===== config.mk =====
export PLATFORM = sky130hd
export DESIGN_NAME = hex_seq_monitor
export DESIGN_NICKNAME = d
export VERILOG_FILES = /design/src/rtl/hex_seq_monitor.sv
export SDC_FILE = /design/constraint.sdc
export NUM_CORES = 1
export LEC_CHECK = 0
export CAP_MARGIN = 15
export CELL_PAD_IN_SITES_DETAIL_PLACEMENT = 1
export CELL_PAD_IN_SITES_GLOBAL_PLACEMENT = 2
export CORE_MARGIN = 5
export CORE_UTILIZATION = 38
export CTS_CLUSTER_DIAMETER = 200
export CTS_CLUSTER_SIZE = 28
export DETAILED_ROUTE_END_ITERATION = 12
export MAX_ROUTING_LAYER = met4
export PLACE_DENSITY = 0.92
export RECOVER_POWER = 25
export SLEW_MARGIN = 5
export SYNTH_ARGS = -nofsm -noshare
export SYNTH_HDL_FRONTEND = slang
export SYNTH_SLANG_ARGS = --single-unit

===== constraint.sdc =====
create_clock -name clock -period 5.8 [get_ports clock]
set_input_delay 1.16 -clock clock [delete_from_list [all_inputs] [get_ports clock]]
set_output_delay 1.16 -clock clock [all_outputs]
set_load 0.005 [all_outputs]

===== src/rtl/hex_seq_monitor.sv =====
// hex_seq_monitor: receive-side monitor for an active-low 7-segment bus.
// Decodes segment patterns back to BCD digits and filters glitches. With
// sequence checking enabled, it also tracks the 0..MAX_DIGIT wrap sequence.
// Illegal patterns and sequence skips are counted in a saturating counter.
//
// Build option: define HEX_MON_SEQCHK_EN to enable the SYNC/TRACK/BAD
// sequence tracker. Without it, seq_err and locked are tied to 0, and
// err_count counts pattern errors only.
//
// Ports
//   clock      in   1         rising-edge clock
//   resetn     in   1         asynchronous active-low reset
//   HEX        in   [0:6]     segments a..g, active-low, HEX[0]=a
//   digit      out  4         last accepted valid digit
//   digit_vld  out  1         pulse: new valid digit accepted
//   pat_err    out  1         pulse: illegal pattern accepted
//   seq_err    out  1         pulse: digit differs from expected successor
//   locked     out  1         level: sequence tracking active
//   err_count  out  ERRCNT_W  saturating count of error pulses
module hex_seq_monitor #(
    parameter int unsigned STABLE_CYCLES = 2,
    parameter int unsigned MAX_DIGIT     = 9,
    parameter int unsigned ERRCNT_W      = 8
) (
    input  logic                clock,
    input  logic                resetn,
    input  logic [0:6]          HEX,
    output logic [3:0]          digit,
    output logic                digit_vld,
    output logic                pat_err,
    output logic                seq_err,
    output logic                locked,
    output logic [ERRCNT_W-1:0] err_count
);

    localparam int unsigned CNT_W = $clog2(STABLE_CYCLES + 1);
    localparam logic [6:0]  BLANK = 7'b1111111;

    logic [6:0]          w_hex;
    logic [6:0]          r_hex_q;
    logic [6:0]          r_last;
    logic [CNT_W-1:0]    r_stab_cnt;
    logic [3:0]          r_digit;
    logic                r_vld;
    logic                r_pat;
    logic [ERRCNT_W-1:0] r_err;

    logic                w_accept;
    logic                w_blank;
    logic                w_dec_vld;
    logic [3:0]          w_dec_digit;
    logic [3:0]          w_digit_nxt;
    logic                w_vld_nxt;
    logic                w_pat_nxt;
    logic                w_seq_nxt;

    // Bit 6 of w_hex is segment a, which keeps the decode literals in a..g order.
    assign w_hex = HEX;

    // Input sample register and stability counter. The counter saturates at STABLE_CYCLES.
    always_ff @(posedge clock or negedge resetn) begin
        if (!resetn) begin
            r_hex_q    <= BLANK;
            r_stab_cnt <= '0;
        end else begin
            r_hex_q <= w_hex;
            if (w_hex != r_hex_q) begin
                r_stab_cnt <= CNT_W'(1);
            end else if (r_stab_cnt != CNT_W'(STABLE_CYCLES)) begin
                r_stab_cnt <= r_stab_cnt + CNT_W'(1);
            end
        end
    end

    // Comparing against the last accepted pattern allows only one accept per hold.
    assign w_accept = (r_stab_cnt == CNT_W'(STABLE_CYCLES)) && (r_hex_q != r_last);
    assign w_blank  = (r_hex_q == BLANK);

    // Segment decode. Digits above MAX_DIGIT are treated as illegal.
    always_comb begin
        w_dec_vld   = 1'b1;
        w_dec_digit = 4'd0;
        case (r_hex_q)
            7'b0000001: w_dec_digit = 4'd0;
            7'b1001111: w_dec_digit = 4'd1;
            7'b0010010: w_dec_digit = 4'd2;
            7'b0000110: w_dec_digit = 4'd3;
            7'b1001100: w_dec_digit = 4'd4;
            7'b0100100: w_dec_digit = 4'd5;
            7'b1100000: w_dec_digit = 4'd6;
            7'b0001111: w_dec_digit = 4'd7;
            7'b0000000: w_dec_digit = 4'd8;
            7'b0001100: w_dec_digit = 4'd9;
            default:    w_dec_vld   = 1'b0;
        endcase
        if (w_dec_digit > 4'(MAX_DIGIT)) begin
            w_dec_vld = 1'b0;
        end
    end

`ifdef HEX_MON_SEQCHK_EN
    localparam logic [1:0] S_SYNC  = 2'd0;
    localparam logic [1:0] S_TRACK = 2'd1;
    localparam logic [1:0] S_BAD   = 2'd2;

    logic [1:0] r_state;
    logic [1:0] w_state_nxt;
    logic [3:0] w_expected;
    logic       r_locked;

    assign w_expected = (r_digit == 4'(MAX_DIGIT)) ? 4'd0 : r_digit + 4'd1;

    // Sequence tracker next-state and pulse logic. A blank pattern does not produce an event.
    always_comb begin
        w_state_nxt = r_state;
        w_digit_nxt = r_digit;
        w_vld_nxt   = 1'b0;
        w_pat_nxt   = 1'b0;
        w_seq_nxt   = 1'b0;
        if (w_accept && !w_blank) begin
            if (w_dec_vld) begin
                w_vld_nxt   = 1'b1;
                w_digit_nxt = w_dec_digit;
                w_state_nxt = S_TRACK;
                // Only TRACK checks the sequence. SYNC and BAD resync without a check.
                if ((r_state == S_TRACK) && (w_dec_digit != w_expected)) begin
                    w_seq_nxt = 1'b1;
                end
            end else begin
                w_pat_nxt   = 1'b1;
                w_state_nxt = S_BAD;
            end
        end
    end

    // FSM state register and registered locked level.
    always_ff @(posedge clock or negedge resetn) begin
        if (!resetn) begin
            r_state  <= S_SYNC;
            r_locked <= 1'b0;
        end else begin
            r_state  <= w_state_nxt;
            r_locked <= (w_state_nxt == S_TRACK);
        end
    end

    logic r_seq;
    always_ff @(posedge clock or negedge resetn) begin
        if (!resetn) begin
            r_seq <= 1'b0;
        end else begin
            r_seq <= w_seq_nxt;
        end
    end

    assign seq_err = r_seq;
    assign locked  = r_locked;
`else
    // Decode-only mode: report valid digits and illegal patterns.
    always_comb begin
        w_digit_nxt = r_digit;
        w_vld_nxt   = 1'b0;
        w_pat_nxt   = 1'b0;
        w_seq_nxt   = 1'b0;
        if (w_accept && !w_blank) begin
            if (w_dec_vld) begin
                w_vld_nxt   = 1'b1;
                w_digit_nxt = w_dec_digit;
            end else begin
                w_pat_nxt   = 1'b1;
            end
        end
    end

    assign seq_err = 1'b0;
    assign locked  = 1'b0;
`endif

    // Output registers, last accepted pattern and saturating error counter.
    always_ff @(posedge clock or negedge resetn) begin
        if (!resetn) begin
            r_last  <= BLANK;
            r_digit <= 4'd0;
            r_vld   <= 1'b0;
            r_pat   <= 1'b0;
            r_err   <= '0;
        end else begin
            if (w_accept) begin
                r_last <= r_hex_q;
            end
            r_digit <= w_digit_nxt;
            r_vld   <= w_vld_nxt;
            r_pat   <= w_pat_nxt;
            if ((w_pat_nxt || w_seq_nxt) && (r_err != {ERRCNT_W{1'b1}})) begin
                r_err <= r_err + ERRCNT_W'(1);
            end
        end
    end

    assign digit     = r_digit;
    assign digit_vld = r_vld;
    assign pat_err   = r_pat;
    assign err_count = r_err;

endmodule


After elaboration in Yosys (flattened, before gate mapping)
Index checks and enable logic that the tools add are counted.
{ "word_totals": {"register_bits": 30, "output_inout_bits": 16, "wordCells": 42} }
{ "op_classes": {"add_sub_neg": 2, "n_lt_le_gt_ge": 1, "n_eq_ne": 15, "muxes": 9, "n_reduce_logical": 8} }
{ "ops": {"columns": ["op", "n"], "rows": [
  ["4-bit one-hot mux with 9 select lines", 1],
  ["7-bit == test (second input constant)", 4],
  ["7-bit by 4-bit == test with 1-bit output (second input constant)", 2],
  ["7-bit inequality test", 2],
  ["10-bit OR reduction", 1],
  ["8-bit by 1-bit adder with 8-bit output (second input constant)", 1],
  ["8-bit inequality test (second input constant)", 1],
  ["7-bit by 1-bit == test with 1-bit output (second input constant)", 1],
  ["7-bit by 3-bit == test with 1-bit output (second input constant)", 1],
  ["7-bit by 5-bit == test with 1-bit output (second input constant)", 1],
  ["7-bit by 6-bit == test with 1-bit output (second input constant)", 1],
  ["7-bit logical NOT", 1],
  ["1-bit two-way mux", 6],
  ["4-bit > comparator (second input constant)", 1],
  ["2-bit two-way mux", 2],
  ["1-bit logical AND", 3],
  ["2-bit by 1-bit adder with 2-bit output (second input constant)", 1],
  ["2-bit == test (second input constant)", 1],
  ["2-bit inequality test (second input constant)", 1],
  ["2-bit AND reduction", 1],
  ["2-bit nonzero test", 1],
  ["1-bit logical NOT", 1]
]} }

Logic depth before layout (Yosys ltp)
Gate-level depths: netlist (run 1).
{ "depth": {"depth_word": 7, "depth_mapped": 8} }

Worst setup path before layout (run 1)
OpenSTA, ideal clock, no wires.
{ "synth_path": {"kind": "register to register", "startpoint": "reg r_hex_q[3]", "endpoint": "reg r_err[7], in the netlist err_count[7]", "setup_time_ps": 125, "arrival_time_ps": 1887, "setup_slack_ps": 3788, "path_stages_with_launch": 9, "n_path_buf": 2, "path_cell_list": "dfstp_2 > buf_6 > xnor2_1 > nand2_1 > o311a_2 > nor4bb_4 > buf_6 > nand4_4 > mux2_4"} }
{ "synth_via": {"elab_chain_len": 7, "word_cells_on_any_way": 23} }
{ "synth_lines": {"columns": ["item", "line", "source"], "rows": [
  ["start, declared", "40", "logic [6:0] r_hex_q;"],
  ["start signal, assigned", "66", "r_hex_q <= w_hex;"],
  ["7-bit by 4-bit == test with 1-bit output, or another cell as far along", "83", "case (r_hex_q)"],
  ["4-bit one-hot mux with 9 select lines or 10-bit OR reduction (tied branches)", null, null],
  ["4-bit > comparator or 1-bit two-way mux (tied branches)", "96, 83", null],
  ["1-bit two-way mux", "96", "if (w_dec_digit > 4'(MAX_DIGIT)) begin"],
  ["1-bit two-way mux", "166", "if (w_dec_vld) begin"],
  ["1-bit two-way mux (*)", "165", "if (w_accept && !w_blank) begin"],
  ["net w_pat_nxt", "54", "logic w_pat_nxt;"],
  ["1-bit logical AND (*)", "194", "if ((w_pat_nxt || w_seq_nxt) && (r_err != {ERRCNT_W{1'b1}})) begin"],
  ["end signal, assigned", "195", "r_err <= r_err + ERRCNT_W'(1);"],
  ["end, declared", "46", "logic [ERRCNT_W-1:0] r_err;"]
]} }
Mark *: on every way through the listed nets, which the timed path passes. The rest lies on a longest branch.
A chain may end at the register's enable or synchronous reset.

==> flow_metrics.env, run 1 <==
export IMPL_globalplace_congestion=0.776
export IMPL_clock_fmax_ghz=0.363
export IMPL_post_cts_setup_buffer_count=0
export IMPL_num_vias=1146
export IMPL_io_pins=25
export IMPL_viasPerCell=5.21
export IMPL_combinationalPowerShare_pct=6.2
export IMPL_wl_per_cell_microns=16.1
export IMPL_critPathRequiredTime_ns=5.89
export IMPL_crit_family="buffers and inverters"
export IMPL_clockRootBuffer="clkbuf_8"
export IMPL_drt_wl_total_microns=3550
export IMPL_finalMaxSlewViolations=31
export IMPL_synth_edf_count=0
export IMPL_diodes=0
export IMPL_met1_usage_pct=15.8
export IMPL_ys_ff_latch=30
export IMPL_whs_ns=0.483
export IMPL_coreArea_sq_mm=0.00432
export IMPL_r2r_end="err_count[1]"
export IMPL_startpoint="resetn"
export IMPL_syn_mean_instance_area_sq_um=11.4
export IMPL_seq_area_sq_um=768
export IMPL_dr_first_iter_drc_count=68
export IMPL_dp_final_hpwl_microns=2650
export IMPL_grt_pass1_wl_microns=6260
export IMPL_h_tree_depth=2
export IMPL_power_density_mw_per_mm2=214
export IMPL_cpPeakStageDelay_ns=1.16
export IMPL_max_cap_viol_count=1
export IMPL_period_needed_ns=2.75
export IMPL_cts_sinks=30
export IMPL_die_h_microns=76.4
export IMPL_grt_pass1_vias=1277
export IMPL_crit_type="input port to async pin"
export IMPL_cts_made_buffers=5
export IMPL_synth_top_flop_cell="dfrtp_1"
export IMPL_r2r_start="r_stab_cnt[0]"
export IMPL_critPathArrivalTime_ns=2.85
export IMPL_async_flop_share_pct=100
export IMPL_clk_latency_ns=0.28
export IMPL_grt_use_met2_pct=22.1
export IMPL_holdBufCountCts=0
export IMPL_r2r_cells=6
export IMPL_cts_path_max_buffers=2
export IMPL_cp_num_buf_inv=2
export IMPL_cpMaxStageDelayCell="clkbuf_1"
export IMPL_start_util_pct=38.8
export IMPL_reg2reg_slack_ns=3.37
export IMPL_dieArea_sq_mm=0.00584
export IMPL_synth_area_leaders="dfrtp_1, dfstp_2, xnor2_1"
export IMPL_cp_depth=2
export IMPL_num_rows=24
export IMPL_report_power_total_uw=421
export IMPL_setup_viol=0
export IMPL_min_period_over_period_pct=47.5
export IMPL_ant_nets=0
export IMPL_worstPathCellList="dlygate4sd3_1, clkbuf_1"
export IMPL_synth_top_area_share_pct=23.9
export IMPL_first_pass_iters=4
export IMPL_syn_inst=147
export IMPL_end_kind="async pin"
export IMPL_ir_worst_vdd_mv=0.128
export IMPL_fillerInstances=486
export IMPL_multiInputGateArea_sq_um=808
export IMPL_outcome="finished, violations left"
export IMPL_start_kind="input port"
export IMPL_min_path_type="register to register"
export IMPL_antenna_found_initial=0
export IMPL_slew_headroom_pct=-7.10
export IMPL_busiest_layer="met2"
export IMPL_die_width_microns=76.4
export IMPL_min_delay_path_depth=2
export IMPL_drc=0
export IMPL_clk_pin_slew_worst_paths_ns=0.06
export IMPL_drive_above_1_share_pct=24.4
export IMPL_grt_max_degree=31
export IMPL_port_buffers=22
export IMPL_yosysWarningCount=0
export IMPL_grt_setup_unrepaired="no"
export IMPL_synth_cell_types=49
export IMPL_cts_tree="yes"
export IMPL_seqPwrFrac_pct=53.5
export IMPL_area_delta_synth_final_pct=17.2
export IMPL_path_max_fanout=30
export IMPL_failed_checks="capacitance limit, slew limit"
export IMPL_clkPwrFrac_pct=40.3
export IMPL_worst_slew_pin_slew_ns=1.61
export IMPL_postCtsResizedCells=0
export IMPL_total_leakage_power_nw=0.801
export IMPL_skew_ns=0.00488
export IMPL_p_sw_share_pct=23.2
export IMPL_tns_ns=0
export IMPL_p_int_uw=324
export IMPL_met3_usage_pct=4.26
export IMPL_endpoint="err_count[4]"
export IMPL_layout_nets=178
export IMPL_yosysSeqAreaShare_pct=45.8
export IMPL_grt_total_usage_pct=13.3
export IMPL_synth_most_common_cell="dfrtp_1"
export IMPL_power_switching_uw=97.6
export IMPL_synth_commonest_cells="dfrtp_1, xnor2_1, dfstp_2, nand2_1, nor2_1"
export IMPL_hold_viol_final=0
export IMPL_synth_top_cell_by_area="dfrtp_1"
export IMPL_syn_area_sq_mm=0.00168
export IMPL_grt_ovfl_total=0
-- per-stage QoR --
step / setup WS (ns) / util (%) / area (sq um) / cells
2_1_floorplan: 3.79 / - / 1680 / 148
3_3_place_gp: 3.31 / 43.4 / 1880 / 212
3_5_place_dp: 3.25 / 43.4 / 1880 / 212
4_1_cts: 3.31 / 45.5 / 1970 / 220
5_1_grt: 2.72 / 45.4 / 1960 / 220
6_report: 3.05 / 45.4 / 1960 / 220
-- worst min path at each step --
stage               end  startpoint  slack [ns]
6_report       digit[2]    digit[2]        0.48
3_5_place_dp   digit[2]    digit[2]        0.48
2_1_floorplan  digit[2]    digit[2]        0.47
4_1_cts        digit[2]    digit[2]        0.49
5_1_grt        digit[2]    digit[2]        0.54
3_3_place_gp   digit[2]    digit[2]        0.47
-- registers in the layout, summed over array words and instances (netlist names) --
name	flops
digit	4
digit_vld	1
err_count	8
pat_err	1
r_hex_q	7
r_last	7
r_stab_cnt	2
-- cell families after synthesis --
| group | Yosys count | share of synthesized area (%) |
|---|---|---|
| adder cells (fa/ha/maj) | 2 | 1.49 |
| buffers and inverters | 13 | 6.19 |
| XOR/XNOR | 22 | 11.5 |
| AO/OA/AOI/OAI | 18 | 8.51 |
| other | 1 | 0.224 |
| multiplexers | 9 | 6.49 |
| flip-flops | 30 | 45.8 |
| AND/OR/NAND/NOR | 52 | 19.8 |
-- per-layer routing --
layer  share of wire [%]  vias up  wire length, microns
li1                    -      554                     -
met1                  44      577                  1560
met2                  52       11                  1860
met3                 2.6        4                    93
met4                 1.0        0                    37
met5                   0        -                     0
-- cell usage in the layout, fill, tap and decap left out, types with 2 or more instances in the layout --
master / n
nand4_1: 4
nand3_1: 7
nor3_1: 3
nand2_1: 9
xnor2_1: 15
clkdlybuf4s50_1: 14
clkbuf_1: 2
ha_1: 2
mux2_4: 2
clkbuf_8: 6
mux2_2: 7
a21oi_1: 3
dfstp_2: 14
nor2_1: 9
xor2_1: 7
dlygate4sd3_1: 8
nand2b_1: 2
o21ai_0: 4
conb_1: 2
dfrtp_1: 16
and3_1: 3
-- final cells by class --
type / instances / area share [%]
tap: 52 / 3.31
timing repair buffer: 23 / 11.4
multi-input combinational: 105 / 41.1
sequential: 30 / 39.1
clock buffer: 7 / 4.39
clock inverter: 1 / 0.255
inverter: 2 / 0.382
-- power by group through the flow --
stage | Combinational [mW] | Sequential (mW) | Clock [mW]
after global placement | 0.0267 | 0.228 | 0
after CTS | 0.0281 | 0.225 | 0.176
after detailed placement | 0.0279 | 0.228 | 0
after global routing | 0.0292 | 0.226 | 0.185
final | 0.0261 | 0.225 | 0.170
after floorplan | 0.0246 | 0.220 | 0
Power figures use the tool's default switching activity.
==> inputs of run 2 (changes only) <==
- CORE_UTILIZATION: 38 -> 32
- PLACE_DENSITY: 0.92 -> 0.83
- clock period: 5.8 -> 2.33 ns (I/O delays scaled with it)
==> flow_metrics.env, run 2 (synthesized netlist as in run 1, its figures left out) <==
export IMPL_outcome="finished, violations left"
export IMPL_grt_total_usage_pct=13.2
export IMPL_cp_num_buf_inv=1
export IMPL_drc=0
export IMPL_clockRootBuffer="clkbuf_8"
export IMPL_grt_ovfl_total=0
export IMPL_crit_family="flip-flops"
export IMPL_coreArea_sq_mm=0.00511
export IMPL_start_kind="register"
export IMPL_crit_type="register to register"
export IMPL_clk_pin_slew_worst_paths_ns=0.06
export IMPL_layout_nets=181
export IMPL_layout_common_cells="dfrtp_1, xnor2_1, clkdlybuf4s50_1"
export IMPL_instances_no_fill=241
export IMPL_antenna_found_initial=0
export IMPL_cts_path_max_buffers=2
export IMPL_clk_latency_ns=0.28
export IMPL_first_pass_iters=4
export IMPL_drive_above_1_share_pct=25.7
export IMPL_min_period_over_period_pct=95.8
export IMPL_dieArea_sq_mm=0.00679
export IMPL_h_tree_depth=2
export IMPL_viasPerCell=4.90
export IMPL_critPathRequiredTime_ns=2.50
export IMPL_cts_tree="yes"
export IMPL_hold_viol_final=0
export IMPL_report_power_total_mw=1.06
export IMPL_drt_wl_total_microns=3770
export IMPL_tns_ns=0
export IMPL_dp_final_hpwl_microns=2730
export IMPL_cpMaxStageDelayCell="dfstp_2"
export IMPL_critPathArrivalTime_ns=2.40
export IMPL_seq_area_sq_um=768
export IMPL_largest_reg_flops=8
export IMPL_diodes=0
export IMPL_clock_fmax_ghz=0.448
export IMPL_post_cts_setup_buffer_count=0
export IMPL_worstPathCellList="xnor2_1, nand4_1, o311a_2, nor4bb_4, buf_4, nand2_2, mux2_4"
export IMPL_num_rows=26
export IMPL_dr_first_iter_drc_count=64
export IMPL_multiInputGateArea_sq_um=808
export IMPL_cts_sinks=30
export IMPL_port_buffers=22
export IMPL_whs_ns=0.486
export IMPL_dp_cells=233
export IMPL_worst_slew_pin_slew_ns=1.58
export IMPL_failed_checks="capacitance limit, slew limit"
export IMPL_period_needed_ns=2.23
export IMPL_slew_headroom_pct=-5.17
export IMPL_path_max_fanout=12
export IMPL_io_pins=25
export IMPL_end_kind="register"
export IMPL_ir_worst_vdd_mv=0.186
export IMPL_start_util_pct=32.8
export IMPL_wl_per_cell_microns=15.6
export IMPL_total_leakage_power_nw=0.817
export IMPL_die_h_microns=82.4
export IMPL_grt_max_degree=31
export IMPL_area_delta_synth_final_pct=19.9
export IMPL_cts_made_buffers=5
export IMPL_grt_setup_unrepaired="no"
export IMPL_skew_ns=0.00308
export IMPL_die_width_microns=82.4
export IMPL_postCtsResizedCells=0
export IMPL_fillerInstances=582
export IMPL_globalplace_congestion=0.798
export IMPL_num_vias=1181
export IMPL_cpPeakStageDelay_ns=0.68
export IMPL_grt_pass1_vias=1347
export IMPL_setup_viol=0
export IMPL_finalMaxSlewViolations=31
export IMPL_ant_nets=0
export IMPL_grt_pass1_wl_microns=6510
export IMPL_power_density_mw_per_mm2=527
export IMPL_max_cap_viol_count=1
export IMPL_final_common_cell="dfrtp_1"
export IMPL_post_route_util_pct=39.3
export IMPL_min_path_type="register to register"
export IMPL_holdBufCountCts=0
==> run 2: layout make-up <==
type / instances / area share [%]
timing repair buffer: 26 / 12.3
clock buffer: 7 / 4.30
sequential: 30 / 38.2
tap: 70 / 4.36
clock inverter: 1 / 0.249
inverter: 2 / 0.374
multi-input combinational: 105 / 40.2
==> run 2: path summary, 6_finish.rpt <==
kind                             from            end  slack (ns)  cells after the start
setup / recovery           r_hex_q[2]   err_count[1]         0.1                      7
hold / removal               digit[3]       digit[3]        0.49                      2
setup reg to reg           r_hex_q[2]   err_count[1]         0.1                      7
hold reg to reg              digit[3]       digit[3]        0.49                      2
max in group asynchronous      resetn   err_count[5]        0.38                      2
min in group asynchronous      resetn  r_stab_cnt[0]        1.04                      2
==> run 2: power breakdown <==
part	internal, mW	switching [mW]
Clock	0.238	0.192
Sequential	0.535	0.0237
Combinational	0.0339	0.0363
==> run 2: through the flow <==
step / cell area [sq um] / setup WS, ns
floorplan: 1680 / 0.318
global placement: 1920 / 0.160
global route: 2010 / 0.0249
CTS: 2010 / 0.0979
finish: 2010 / 0.0971
detailed placement: 1920 / 0.103
==> run 2: tightest hold or removal path, cell delays in order (launching register included) <==
cell	delay, ns
dfrtp_1	0.34
nand2_1	0.05
o21ai_0	0.06
==> run 2: per-layer routing <==
metal / track usage (%) / vias to the layer above / part of all wire [%]
li1: - / 560 / -
met1: 15.3 / 596 / 45
met2: 21.3 / 20 / 50
met3: 4.23 / 5 / 4.4
met4: 4.98 / 0 / 1.2
met5: - / - / 0
